===== config.mk =====
export PLATFORM = sky130hd
export DESIGN_NAME = multicycle_controller
export DESIGN_NICKNAME = d
export VERILOG_FILES = /design/src/rtl/riscv_ctrl_pkg.sv /design/src/rtl/alu_decoder.sv /design/src/rtl/multicycle_controller.sv
export SDC_FILE = /design/constraint.sdc
export NUM_CORES = 1
export LEC_CHECK = 0
export ABC_AREA = 1
export BUFFER_PORTS_ARGS = -buffer_cell sky130_fd_sc_hd__buf_4
export CAP_MARGIN = 0
export CORE_MARGIN = 3
export CORE_UTILIZATION = 42
export CTS_CLUSTER_SIZE = 28
export DETAILED_ROUTE_END_ITERATION = 7
export HOLD_SLACK_MARGIN = 0.03
export PLACE_DENSITY = 0.77
export SYNTH_ARGS = -nofsm -noshare
export SYNTH_HDL_FRONTEND = slang
export SYNTH_SLANG_ARGS = --single-unit

===== constraint.sdc =====
create_clock -name clk -period 1.7 [get_ports clk]
set_input_delay 0.255 -clock clk [delete_from_list [all_inputs] [get_ports clk]]
set_output_delay 0.255 -clock clk [all_outputs]
set_load 0.005 [all_outputs]

===== src/rtl/riscv_ctrl_pkg.sv =====
// Shared constants for the RISC-V control path: FSM states, opcodes,
// datapath select codes and ALU control codes.
package riscv_ctrl_pkg;

  typedef enum logic [3:0] {
    FETCH    = 4'd0,
    DECODE   = 4'd1,
    MEMADR   = 4'd2,
    MEMREAD  = 4'd3,
    MEMWB    = 4'd4,
    MEMWRITE = 4'd5,
    EXECR    = 4'd6,
    EXECI    = 4'd7,
    ALUWB    = 4'd8,
    JAL      = 4'd9,
    BEQ      = 4'd10,
    ILLEGAL  = 4'd11
  } stateT;

  // High-level ALU request from the FSM; the decoder refines FUNCT.
  typedef enum logic [1:0] {
    ALUOP_ADD   = 2'b00,
    ALUOP_SUB   = 2'b01,
    ALUOP_FUNCT = 2'b10
  } aluOpT;

  localparam logic [6:0] OP_LOAD   = 7'b0000011;
  localparam logic [6:0] OP_STORE  = 7'b0100011;
  localparam logic [6:0] OP_RTYPE  = 7'b0110011;
  localparam logic [6:0] OP_ITYPE  = 7'b0010011;
  localparam logic [6:0] OP_JAL    = 7'b1101111;
  localparam logic [6:0] OP_BRANCH = 7'b1100011;

  localparam logic [2:0] ALU_ADD = 3'b000;
  localparam logic [2:0] ALU_SUB = 3'b001;
  localparam logic [2:0] ALU_AND = 3'b010;
  localparam logic [2:0] ALU_OR  = 3'b011;
  localparam logic [2:0] ALU_SLT = 3'b101;

  localparam logic [1:0] SRCA_PC    = 2'b00;
  localparam logic [1:0] SRCA_OLDPC = 2'b01;
  localparam logic [1:0] SRCA_REGA  = 2'b10;

  localparam logic [1:0] SRCB_REGB = 2'b00;
  localparam logic [1:0] SRCB_IMM  = 2'b01;
  localparam logic [1:0] SRCB_FOUR = 2'b10;

  localparam logic [1:0] RES_ALUOUT = 2'b00;
  localparam logic [1:0] RES_DATA   = 2'b01;
  localparam logic [1:0] RES_ALU    = 2'b10;

  localparam logic [1:0] IMM_I = 2'b00;
  localparam logic [1:0] IMM_S = 2'b01;
  localparam logic [1:0] IMM_B = 2'b10;
  localparam logic [1:0] IMM_J = 2'b11;

  // Immediate format depends only on the opcode, so it is valid in every state.
  function automatic logic [1:0] immSrcFor(input logic [6:0] op);
    case (op)
      OP_STORE:  immSrcFor = IMM_S;
      OP_BRANCH: immSrcFor = IMM_B;
      OP_JAL:    immSrcFor = IMM_J;
      default:   immSrcFor = IMM_I;
    endcase
  endfunction

endpackage


===== src/rtl/alu_decoder.sv =====
// ALU control decode shared by the multicycle and single-cycle cores.
module alu_decoder
  import riscv_ctrl_pkg::*;
(
  input  aluOpT      aluOp,
  input  logic [2:0] funct3,
  input  logic       opb5,
  input  logic       funct7b5,
  output logic [2:0] aluControl
);

  // Map the FSM request plus funct fields onto an ALU operation.
  always_comb begin
    aluControl = ALU_ADD;
    case (aluOp)
      ALUOP_SUB: aluControl = ALU_SUB;
      ALUOP_FUNCT: begin
        case (funct3)
          // Only R-type (op[5]=1) can subtract; addi ignores bit 30.
          3'b000:  aluControl = (opb5 && funct7b5) ? ALU_SUB : ALU_ADD;
          3'b010:  aluControl = ALU_SLT;
          3'b110:  aluControl = ALU_OR;
          3'b111:  aluControl = ALU_AND;
          default: aluControl = ALU_ADD;
        endcase
      end
      default: aluControl = ALU_ADD;
    endcase
  end

endmodule


===== src/rtl/multicycle_controller.sv =====
// Multicycle RISC-V control FSM: sequences fetch, decode, memory, ALU,
// jump and branch steps and produces all datapath enables and selects.
module multicycle_controller
  import riscv_ctrl_pkg::*;
(
  input  logic       clk,
  input  logic       rst,
  input  logic [6:0] op,
  input  logic [2:0] funct3,
  input  logic       funct7b5,
  input  logic       zero,
  input  logic       mem_ready,
  output logic       mem_read,
  output logic       mem_write,
  output logic       adr_src,
  output logic       ir_write,
  output logic       pc_write,
  output logic       reg_write,
  output logic [1:0] result_src,
  output logic [1:0] alu_src_a,
  output logic [1:0] alu_src_b,
  output logic [1:0] imm_src,
  output logic [2:0] alu_control,
  output logic       illegal,
  output logic       retire
);

  stateT stateReg;
  stateT stateNext;
  aluOpT aluOp;

  alu_decoder aluDec (
    .aluOp     (aluOp),
    .funct3    (funct3),
    .opb5      (op[5]),
    .funct7b5  (funct7b5),
    .aluControl(alu_control)
  );

  assign imm_src = immSrcFor(op);

  // State register; reset lands in FETCH from anywhere, including mid-access.
  always_ff @(posedge clk) begin
    if (rst) stateReg <= FETCH;
    else     stateReg <= stateNext;
  end

  // Next-state and Moore/Mealy outputs; everything defaults to 0 / select 00.
  always_comb begin
    stateNext  = stateReg;
    aluOp      = ALUOP_ADD;
    mem_read   = 1'b0;
    mem_write  = 1'b0;
    adr_src    = 1'b0;
    ir_write   = 1'b0;
    pc_write   = 1'b0;
    reg_write  = 1'b0;
    result_src = RES_ALUOUT;
    alu_src_a  = SRCA_PC;
    alu_src_b  = SRCB_REGB;
    illegal    = 1'b0;
    retire     = 1'b0;
    case (stateReg)
      FETCH: begin
        mem_read = 1'b1;
        if (mem_ready) begin
          // Latch the instruction and advance PC by 4 in the same cycle.
          ir_write   = 1'b1;
          pc_write   = 1'b1;
          alu_src_b  = SRCB_FOUR;
          result_src = RES_ALU;
          stateNext  = DECODE;
        end
      end
      DECODE: begin
        // Precompute the branch/jump target while decoding.
        alu_src_a = SRCA_OLDPC;
        alu_src_b = SRCB_IMM;
        case (op)
          OP_LOAD, OP_STORE: stateNext = MEMADR;
          OP_RTYPE:          stateNext = EXECR;
          OP_ITYPE:          stateNext = EXECI;
          OP_JAL:            stateNext = JAL;
          OP_BRANCH:         stateNext = BEQ;
          default:           stateNext = ILLEGAL;
        endcase
      end
      MEMADR: begin
        alu_src_a = SRCA_REGA;
        alu_src_b = SRCB_IMM;
        stateNext = (op == OP_LOAD) ? MEMREAD : MEMWRITE;
      end
      MEMREAD: begin
        mem_read = 1'b1;
        adr_src  = 1'b1;
        if (mem_ready) stateNext = MEMWB;
      end
      MEMWB: begin
        result_src = RES_DATA;
        reg_write  = 1'b1;
        retire     = 1'b1;
        stateNext  = FETCH;
      end
      MEMWRITE: begin
        mem_write = 1'b1;
        adr_src   = 1'b1;
        if (mem_ready) begin
          retire    = 1'b1;
          stateNext = FETCH;
        end
      end
      EXECR: begin
        alu_src_a = SRCA_REGA;
        alu_src_b = SRCB_REGB;
        aluOp     = ALUOP_FUNCT;
        stateNext = ALUWB;
      end
      EXECI: begin
        alu_src_a = SRCA_REGA;
        alu_src_b = SRCB_IMM;
        aluOp     = ALUOP_FUNCT;
        stateNext = ALUWB;
      end
      ALUWB: begin
        result_src = RES_ALUOUT;
        reg_write  = 1'b1;
        retire     = 1'b1;
        stateNext  = FETCH;
      end
      JAL: begin
        // PC takes the target from ALUOut; ALU forms the link address OldPC+4.
        alu_src_a  = SRCA_OLDPC;
        alu_src_b  = SRCB_FOUR;
        result_src = RES_ALUOUT;
        pc_write   = 1'b1;
        stateNext  = ALUWB;
      end
      BEQ: begin
        alu_src_a  = SRCA_REGA;
        alu_src_b  = SRCB_REGB;
        aluOp      = ALUOP_SUB;
        result_src = RES_ALUOUT;
        pc_write   = zero;
        retire     = 1'b1;
        stateNext  = FETCH;
      end
      ILLEGAL: begin
        // Trap state: only reset leaves it, so the flag is sticky.
        illegal   = 1'b1;
        stateNext = ILLEGAL;
      end
      default: stateNext = FETCH;
    endcase
    // No side effects or memory requests may escape while reset is held.
    if (rst) begin
      mem_read  = 1'b0;
      mem_write = 1'b0;
      ir_write  = 1'b0;
      pc_write  = 1'b0;
      reg_write = 1'b0;
      retire    = 1'b0;
    end
  end

endmodule


Word level (Yosys, flattened, before mapping) --
Cells that the tools add are included.
Operators by class: $add $sub $neg 0, $mul 0, div/mod/pow operators 0, $lt $le $gt $ge 0, eq/ne operators 25, shift operators 0, multiplexer cells 30, bitwise operators 0, reductions and logical operators 14
Operators with widths (number):
- $pmux W4 S7 | 1
- $pmux W4 S5 | 1
- $eq A4 B3 Y1 const B | 4
- $eq A4 B4 Y1 const B | 4
- $eq A7 B6 Y1 const B | 2
- $eq A7 B7 Y1 const B | 2
- $mux W1 | 14
- $mux W4 | 3
- $pmux W2 S2 | 3
- $pmux W2 S3 | 2
- $pmux W3 S4 | 1
- $reduce_or A2 Y1 | 6
- $reduce_or A3 Y1 | 3
- $eq A4 B2 Y1 const B | 2
- $eq A7 B2 Y1 const B | 1
- $eq A7 B5 Y1 const B | 1
- $eq A3 B3 Y1 const B | 2
- $ne A2 B2 Y1 const B | 3
- $pmux W3 S2 | 1
- $eq A4 B1 Y1 const B | 1
- $logic_not A4 Y1 | 1
- $reduce_or A4 Y1 | 1
- $eq A3 B2 Y1 const B | 1
- $logic_not A3 Y1 | 1
- other kinds (8) | 8
Storage, ports and cells: flip-flop bits (word level) 4, bits in latches 0, bits in writable memories 0, ROM bits 0, input bits 15, output and inout port bits 19, logic and storage cells 70, memories kept 0

Depth between registers and ports, before layout --
Gate-level depths: netlist of run 1.
depth after elaboration 5, gate-level depth with buffers 9, depth with buffers taken out 9

By module --
Synthesis of run 1 repeated with hierarchy kept, for this count alone.
Second synthesis, totals: cells, all modules 113, area, all modules 568.0 um^2
Modules (own cells, without submodules):
- multicycle_controller | instances 1, cells an instance 96, area an instance 476.7 um^2, sequential area each 80.1 um^2
- alu_decoder | instances 1, cells an instance 17, area an instance 91.3 um^2, sequential area each 0.0 um^2

Worst setup path after synthesis of run 1 --
No wires, ideal clock.
path type reg-to-output, from register stateReg[3], to output port alu_control[2], arrival time 1272 ps, path slack 173 ps, cell stages (with the launch flop) 6, cell sequence dfxtp_1 -> nand2_1 -> inv_1 -> nand2_1 -> ha_1 -> nor4_1
Between the ends: cells in the longest elaborated chain, start to end 5
Ends and longest elaborated chain:
- from (decl) | line multicycle_controller.sv:28 | stateT stateReg;
- from (signal assigned) | line multicycle_controller.sv:45 | else stateReg <= stateNext;
- $eq A4 B3 Y1 | line multicycle_controller.sv:63 | case (stateReg)
- $reduce_or A2 Y1 (no source line)
- $pmux W2 S2 (*) | line multicycle_controller.sv:63
- $eq A2 B2 Y1 or $eq A2 B1 Y1 (tied branches) | line alu_decoder.sv:15 | case (aluOp)
- $pmux W3 S2 (*) | line alu_decoder.sv:15
- to (decl) | line multicycle_controller.sv:23 | output logic [2:0] alu_control,
Mark *: on every way between the ends. The rest lies on a longest branch, timed or not.

Final worst setup path of run 1 --
from register stateReg[2], to output port alu_control[0]
Same word-level chain as after synthesis.

==> impl_metrics.tcl, run 1 <==
set metrics [dict create \
    grt_pass1_vias 783 \
    cts.clk_slew.worst_paths_ns 0.04 \
    cp-start-kind "flip-flop" \
    timing.setup.tns_ns -0.0403 \
    core_sq_um 1220 \
    critPathCaptureType "output port" \
    syn_avg_cell_area_sq_um 5.30 \
    timing.fmax_ghz 0.575 \
    yosysWarnings 0 \
    via_per_inst 5.14 \
    fin_cells 170 \
    path_max_fanout 3 \
    cts_sinks 4 \
    grt_util_all_layers_pct 21.2 \
    rr_startpoint "stateReg[1]$_SDFFE_PP0P_" \
    fin_hold_ws_ns 0.251 \
    worstPathArrival_ns 1.49 \
    ant_nets 0 \
    timing.rr.end "stateReg[2]$_SDFFE_PP0P_" \
    crit_start "stateReg[2]$_SDFFE_PP0P_" \
    drc 0 \
    grt_max_degree 11 \
    reg2reg_depth 8 \
    powerDensity_nw_per_um2 1180 \
    worst_pin_slew_ns 0.298 \
    largest_reg_flops 4 \
    netlist_instances 113 \
    finClkSkew_ns 0.00269 \
    relSlewSlack_pct 80.1 \
    finalSetupViolCount 1 \
    cpPeakStageDelay_ns 0.33 \
    grt_pass1_wl_um 3150 \
    synth_adder_area_share_pct 4.18 \
    p_comb_share_pct 73.7 \
    cp_slowest_cell "dfxtp_2" \
    netlist-cell-type-count 21 \
    crit_end "alu_control[0]" \
    ios 34 \
    internal_power_uw 618 \
    synth.area.mux_share_pct 0 \
    path_cells "inv_4 > nand2_2 > inv_2 > nand2_4 > buf_4 > inv_4 > ha_2 > nor2_1 > a21oi_1 > buf_4" \
    die_width_um 43.8 \
    fin_crit_sh_pct 102 \
    std_cell_rows 12 \
    antenna_found_initial 0 \
    die_area_sq_um 1920 \
    drv_cap 0 \
    path_buf_inv 5 \
    p_leak_uw 0.000556 \
    gp_congestion 0.882 \
    drive_gt1_share_pct 51.9 \
    drt_iter0_drc 39 \
    start_util_pct 49.3 \
    crit_required_ns 1.44 \
    fin_nets 175 \
    clock_latency_ns 0.24 \
    vias 873 \
    hp-class "in -> reg" \
    dp_hpwl_um 1520 \
    io_buffers 33 \
    wirelength_um 2020 \
    vdd_ir_drop_max_v 0.000931 \
    grt_overflow 0 \
    use_met1_pct 24.7 \
    wire_per_inst_um 11.9 \
    grt.met3_usage_pct 5.81 \
    p_sw_share_pct 48.3 \
    synth_top_family_by_area "simple AND/OR/NAND/NOR gates" \
    fin_crit_ns 1.74 \
    total_power_uw 1200 \
    cts_hold_buf 0 \
    power.net_switching_uw 578 \
    h-tree-depth 1 \
    synth-simple-area-share_pct 50.9 \
    status "finished, violations left" \
    violations "setup timing" \
    critPathTopFamily "buffers and inverters" \
    grt_setup_unrepaired "yes" \
    cts_made_buffers 3 \
    crit_type "reg -> out" \
    die_h_um 43.8 \
    synth_compound_area_share_pct 16.5 \
    cts_tree "done" \
    gr-usage-met2_pct 36.9 \
    synth-seq-cells 4 \
    pwr-share-seq_pct 16.3 \
    syn-cell-area_sq_um 599 \
    placed_cells 163 \
    finalHoldViolations 0 \
    antennaDiodeCount 0 \
    reg.largest.list "stateReg x4" \
    slew_violations 0 \
    areaGrowthSynthToFinish_pct 69.7 \
    whs_path_depth 2 \
    fillCellCount 80 \
    cts.path.max_buffers 2 \
    grt_busiest_layer "met2" \
    synth_fp_nets 130 \
    crit_cells 10 \
    cts-root-buf "clkbuf_4" \
    ff2ff_setup_slack_ns 0.40 \
    clkPwrFrac_pct 10.0 \
    synth_xor_xnor_area_share_pct 0 \
    finalWorstSetupSlack_ns -0.0403 \
    first_pass_iters 4 \
    ys_seq_area_share_pct 13.4 \
    regMostFlops "stateReg" \
]
## stage by stage
| stage | setup slack, ns | instance area [sq um] | util, % |
|---|---|---|---|
| 4_1_cts | -0.0674 | 960 | 78.9 |
| 2_1_floorplan | 0.173 | 599 | - |
| 3_5_place_dp | 0.0394 | 891 | 73.3 |
| 3_3_place_gp | 0.0961 | 891 | 73.3 |
| 6_report | -0.0403 | 1020 | 83.6 |
| 5_1_grt | -0.144 | 1020 | 83.6 |
## final cells by class
type | count | area [sq um] | share of cell area (%)
clock buffers | 3 | 22.5 | 2.21
inverters | 23 | 91.3 | 8.98
multi-input cells | 85 | 490 | 48.2
flip-flops and latches | 4 | 87.6 | 8.61
well taps | 14 | 17.5 | 1.72
repair buffers | 41 | 308 | 30.3
## synthesized netlist by cell type
library cell	n	share of area (%)
a21oi_1	7	5.8
a21oi_2	3	4.4
a41oi_1	1	1.5
buf_1	1	0.63
clkinv_1	1	0.63
dfxtp_1	4	13
ha_1	2	4.2
inv_1	17	11
inv_2	5	3.1
nand2_1	30	19
nand2_2	5	5.2
nand3_1	4	3.3
nand3_2	1	1.7
nand4_1	1	1.0
nor2_1	19	12
nor2_2	4	4.2
nor2_4	2	3.8
nor4_1	1	1.0
o21ai_0	3	2.5
o21ai_1	1	0.83
o21ai_2	1	1.5
## worst min-delay path by stage
| stage | startpoint | endpoint | slack [ns] |
|---|---|---|---|
| after floorplan | mem_ready | stateReg[2]$_SDFFE_PP0P_ | 0.47 |
| after global placement | rst | stateReg[1]$_SDFFE_PP0P_ | 0.50 |
| after detailed placement | rst | stateReg[1]$_SDFFE_PP0P_ | 0.50 |
| after CTS | rst | stateReg[1]$_SDFFE_PP0P_ | 0.26 |
| after global routing | rst | stateReg[1]$_SDFFE_PP0P_ | 0.26 |
| final | rst | stateReg[1]$_SDFFE_PP0P_ | 0.25 |
## cell families after synthesis
logic type      Yosys count
simple gates             67
fa+ha+maj                 2
buf+inv                  24
compound gates           16
flops                     4
## layout by cell type, fill, tap and decap left out, drive strengths merged
cell,count
clkbuf,3
dfxtp,4
buf,41
nor4,1
ha,2
nand4,1
nand3,5
o21ai,5
a41oi,1
a21oi,10
nand2,35
nor2,25
inv,22
clkinv,1
## power groups by stage
stage          Sequential [uW]  Combinational [uW]  Clock, uW
2_1_floorplan              165                 465          0
3_3_place_gp               168                 761          0
3_5_place_dp               169                 778          0
4_1_cts                    174                 821        123
5_1_grt                    197                 970        132
6_report                   195                 882        119
## timing repair
action / in CTS / in global routing
gates resized for setup: 11 / 14
pin swaps: 6 / 6
endpoints found under the setup margin: 4 / 6
cloned: 0 / 0
setup buffers: 2 / 2
## routing by layer
layer,up-vias,wire [um]
li1,433,-
met1,378,758
met5,-,0
met2,58,1010
met4,0,27
met3,4,222
Note: power is estimated with default switching activity, not from simulation.
==> run 2: changes to the inputs <==
Settings changed: GPL_ROUTABILITY_DRIVEN set to 0, SKIP_CTS_REPAIR_TIMING set to 1.
==> impl_metrics.tcl, run 2 (synthesis gave the netlist of run 1 again) <==
set metrics [dict create \
    path_buf_inv 3 \
    regMostFlops "stateReg" \
    cts.path.max_buffers 2 \
    internal_power_uw 594 \
    grt_setup_unrepaired "yes" \
    cp_slowest_cell "dfxtp_4" \
    antennaDiodeCount 0 \
    fillCellCount 79 \
    timing.rr.end "stateReg[0]$_SDFFE_PP0P_" \
    finalSetupViolCount 4 \
    ios 34 \
    fin_cells 169 \
    fin_nets 174 \
    status "finished, violations left" \
    crit_required_ns 1.44 \
    cpPeakStageDelay_ns 0.36 \
    timing.setup.tns_ns -0.340 \
    grt_util_all_layers_pct 20.0 \
    die_area_sq_um 1920 \
    die_h_um 43.8 \
    largest_reg_flops 4 \
    dp_hpwl_um 1520 \
    crit_end "alu_control[2]" \
    grt_pass1_vias 747 \
    crit_start "stateReg[2]$_SDFFE_PP0P_" \
    violations "setup timing" \
    fin_crit_ns 1.83 \
    finalWorstSetupSlack_ns -0.131 \
    worstPathArrival_ns 1.58 \
    cpMostUsedCell "nor2_4" \
    core_sq_um 1220 \
    path_max_fanout 4 \
    start_util_pct 49.3 \
    cts_made_buffers 3 \
    cts-root-buf "clkbuf_4" \
    clock_latency_ns 0.24 \
    cts_sinks 4 \
    clkPwrFrac_pct 10.7 \
    hp-class "in -> reg" \
    ant_nets 0 \
    pwr-share-seq_pct 15.9 \
    p_comb_share_pct 73.4 \
    finClkSkew_ns 0.00756 \
    vias 841 \
    antenna_found_initial 0 \
    wirelength_um 1990 \
    cts_tree "done" \
    layout_commonest_cell "buf_4" \
    via_per_inst 4.98 \
    drt_iter0_drc 40 \
    p_sw_share_pct 48.0 \
    grt_pass1_wl_um 3010 \
    crit_cells 8 \
    reg2reg_depth 8 \
    cts.clk_slew.worst_paths_ns 0.04 \
    finalHoldViolations 0 \
    mostFrequentLayoutCells "buf_4 (40), nand2_1 (28), inv_1 (16), nor2_1 (16), a21oi_1 (6)" \
    placed_cells 163 \
    timing.fmax_ghz 0.546 \
    wire_per_inst_um 11.8 \
    io_buffers 33 \
    areaGrowthSynthToFinish_pct 66.8 \
    powerDensity_nw_per_um2 1140 \
    critPathCaptureType "output port" \
    die_width_um 43.8 \
    slew_violations 0 \
    place_ws_ns 0.0394 \
    vdd_ir_drop_max_v 0.000932 \
    std_cell_rows 12 \
    p_leak_uw 0.000539 \
    worst_pin_slew_ns 0.306 \
    fin_crit_sh_pct 108 \
    grt_overflow 0 \
    critPathTopFamily "simple AND/OR/NAND/NOR gates" \
    drive_gt1_share_pct 49.0 \
    first_pass_iters 4 \
    h-tree-depth 1 \
    min-delay-start "rst" \
    rr_startpoint "stateReg[2]$_SDFFE_PP0P_" \
    drv_cap 0 \
    total_power_uw 1140 \
    grt_max_degree 11 \
    crit_type "reg -> out" \
    reg.largest.list "stateReg x4" \
    power.net_switching_uw 547 \
    drc 0 \
    ff2ff_setup_slack_ns 0.46 \
    cp-start-kind "flip-flop" \
    path_cells "inv_4 > nor2_4 > inv_2 > nor2_4 > ha_4 > nand2_4 > nor4_2 > buf_4" \
    relSlewSlack_pct 79.5 \
]
==> run 2: cell types whose count changed in the layout (fill, tap and decap cells not counted), sizes merged <==
cell,previous run,this run
buf,41,40
==> run 2: how the worst min path moves through the flow <==
stage / to / slack (ns) / cells after the start
after detailed placement: stateReg[1]$_SDFFE_PP0P_ / 0.50 / 2
after global placement: stateReg[1]$_SDFFE_PP0P_ / 0.50 / 2
after global routing: stateReg[0]$_SDFFE_PP0P_ / 0.25 / 2
after CTS: stateReg[1]$_SDFFE_PP0P_ / 0.26 / 2
after floorplan: stateReg[2]$_SDFFE_PP0P_ / 0.47 / 3
final: stateReg[0]$_SDFFE_PP0P_ / 0.26 / 2
==> run 2: worst reg2reg max path, cell delays in order, from the launching register on <==
cell and delay, ns:
dfxtp_4 0.35, buf_4 0.13, nor2_2 0.17, nand2_2 0.11, nand3_2 0.08, nand2_2 0.07
inv_2 0.05, nand2_1 0.06, a21oi_2 0.14
==> run 2: area by class of cell <==
class                           instances  area [sq um]  share of cell area [%]
Multi-Input combinational cell         85           484                    48.4
Timing Repair Buffer                   40           300                    30.0
Inverter                               23          88.8                    8.89
Sequential cell                         4          86.3                    8.64
Clock buffer                            3          22.5                    2.25
Tap cell                               14          17.5                    1.75
==> run 2: routing by layer <==
| metal | track usage (%) | up-vias | wire, um |
|---|---|---|---|
| met5 | 0 | - | 0 |
| met4 | 5.42 | 0 | 13 |
| met3 | 4.98 | 2 | 162 |
| met2 | 34.3 | 38 | 1040 |
| met1 | 24.4 | 371 | 773 |
| li1 | - | 430 | - |
==> run 2: power groups by stage <==
stage,logic [uW],clock network (uW),registers (uW)
floorplan,465,0,165
global placement,761,0,168
detailed placement,778,0,169
CTS,781,123,168
global route,922,137,187
finish,837,122,182
==> run 2: through the flow <==
step           cell area [sq um]  util (%)  hold slack [ns]
3_5_place_dp                 891      73.3            0.500
2_1_floorplan                599         -            0.470
5_1_grt                     1000      82.2            0.252
6_report                    1000      82.2            0.257
3_3_place_gp                 891      73.3            0.496
4_1_cts                      913      75.1            0.255
==> run 3: changes to the inputs <==
Settings changed: CORE_ASPECT_RATIO set to 1.5, CORE_UTILIZATION 42 to 25, PLACE_DENSITY 0.77 to unset, REMOVE_ABC_BUFFERS set to 1.
==> impl_metrics.tcl, run 3 (synthesis gave the netlist of run 1 again) <==
set metrics [dict create \
    cts-root-buf "clkbuf_4" \
    timing.setup.tns_ns -0.0374 \
    fillCellCount 259 \
    vias 805 \
    core_sq_um 2260 \
    status "finished, violations left" \
    fin_crit_ns 1.73 \
    critPathCaptureType "output port" \
    wl_met1_um 646 \
    grt_max_degree 11 \
    stdcell_area_sq_um 996 \
    io_buffers 33 \
    dp_hpwl_um 1530 \
    crit_required_ns 1.44 \
    start_util_pct 26.5 \
    cts.path.max_buffers 2 \
    wl_met2_um 1020 \
    via_per_inst 4.57 \
    first_pass_iters 2 \
    wirelength_um 1820 \
    relSlewSlack_pct 87.2 \
    vdd_ir_drop_max_v 0.000536 \
    grt_overflow 0 \
    ff2ff_setup_slack_ns 0.52 \
    ios 34 \
    largest_reg_flops 4 \
    antenna_found_initial 0 \
    total_power_uw 1100 \
    fin_nets 172 \
    powerDensity_nw_per_um2 1100 \
    clock_latency_ns 0.23 \
    wire_per_inst_um 10.3 \
    antennaDiodeCount 0 \
    mostFrequentLayoutCells "buf_4 (38), nand2_1 (28), nor2_1 (16)" \
    p_leak_uw 0.000530 \
    path_max_fanout 4 \
    top_layer "met4" \
    dr_wl_met3_um 139 \
    die_width_um 46.0 \
    drt_iter0_drc 8 \
    areaGrowthSynthToFinish_pct 66.2 \
    reg.largest.list "stateReg x4" \
    die_area_sq_um 3030 \
    timing.fmax_ghz 0.580 \
    violations "setup timing" \
    cts.clk_slew.worst_paths_ns 0.03 \
    worst_pin_slew_ns 0.191 \
    drive_gt1_share_pct 49.7 \
    die_h_um 66.0 \
    finalSetupViolCount 2 \
    grt_pass1_wl_um 3010 \
    grt_pass1_vias 780 \
    fin_hold_ws_ns 0.262 \
    std_cell_rows 21 \
    postPlaceCellArea_sq_um 895 \
    grt_setup_unrepaired "yes" \
    cp-start-kind "flip-flop" \
    crit_type "reg -> out" \
    fin_crit_sh_pct 101 \
    drc 0 \
    cts_tree "done" \
    finClkSkew_ns 0.000384 \
    finalWorstSetupSlack_ns -0.0251 \
    hp-class "in -> reg" \
    h-tree-depth 1 \
    regMostFlops "stateReg" \
    finalHoldViolations 0 \
    worstPathArrival_ns 1.47 \
    cts_sinks 4 \
    cts_made_buffers 3 \
    slew_violations 0 \
    grt_util_all_layers_pct 12.8 \
    ant_nets 0 \
    drv_cap 0 \
    layout_commonest_cell "buf_4" \
]
==> run 3: cell count changes in the layout (fill, tap and decap cells not counted), sizes merged <==
cell and change:
buf -2
==> run 3: power by group <==
group | total, uW | internal, uW | switching (uW)
Sequential | 194 | 136 | 57.3
Clock | 111 | 78.5 | 32.2
Combinational | 793 | 360 | 433
==> run 3: path summary, 6_finish.rpt <==
check / depth (start not counted) / from / endpoint
setup reg to reg: 9 / stateReg[1]$_SDFFE_PP0P_ / stateReg[0]$_SDFFE_PP0P_
hold / removal: 2 / rst / stateReg[0]$_SDFFE_PP0P_
setup / recovery: 6 / stateReg[1]$_SDFFE_PP0P_ / alu_control[2]
hold reg to reg: 2 / stateReg[1]$_SDFFE_PP0P_ / stateReg[1]$_SDFFE_PP0P_
==> run 3: per-layer routing <==
metal / global-route usage, % / vias up
li1: - / 429
met1: 13.6 / 348
met2: 23.6 / 26
met3: 1.63 / 2
met4: 4.98 / 0
met5: 0 / -
==> run 3: cell type report <==
cell class / count / area [sq um] / area share, %
Timing Repair Buffer: 38 / 285 / 28.6
Tap cell: 23 / 28.8 / 2.89
Clock buffer: 3 / 22.5 / 2.26
Inverter: 23 / 88.8 / 8.92
Multi-Input combinational cell: 85 / 483 / 48.5
Sequential cell: 4 / 87.6 / 8.79
==> run 3: worst max-delay path, stage by stage (launching register included) <==
cell,delay [ns]
dfxtp_2,0.36
inv_2,0.08
nor2_4,0.10
nand2_2,0.09
ha_4,0.25
nor4_2,0.20
buf_4,0.15
==> run 3: per-stage QoR <==
stage / std cells / worst slack [ns] / util (%)
finish: 176 / -0.0251 / 44.1
global route: 176 / -0.160 / 44.1
CTS: 174 / -0.281 / 40.6
detailed placement: 171 / -0.0232 / 39.6
global placement: 171 / 0.0590 / 39.6
floorplan: 112 / 0.173 / -
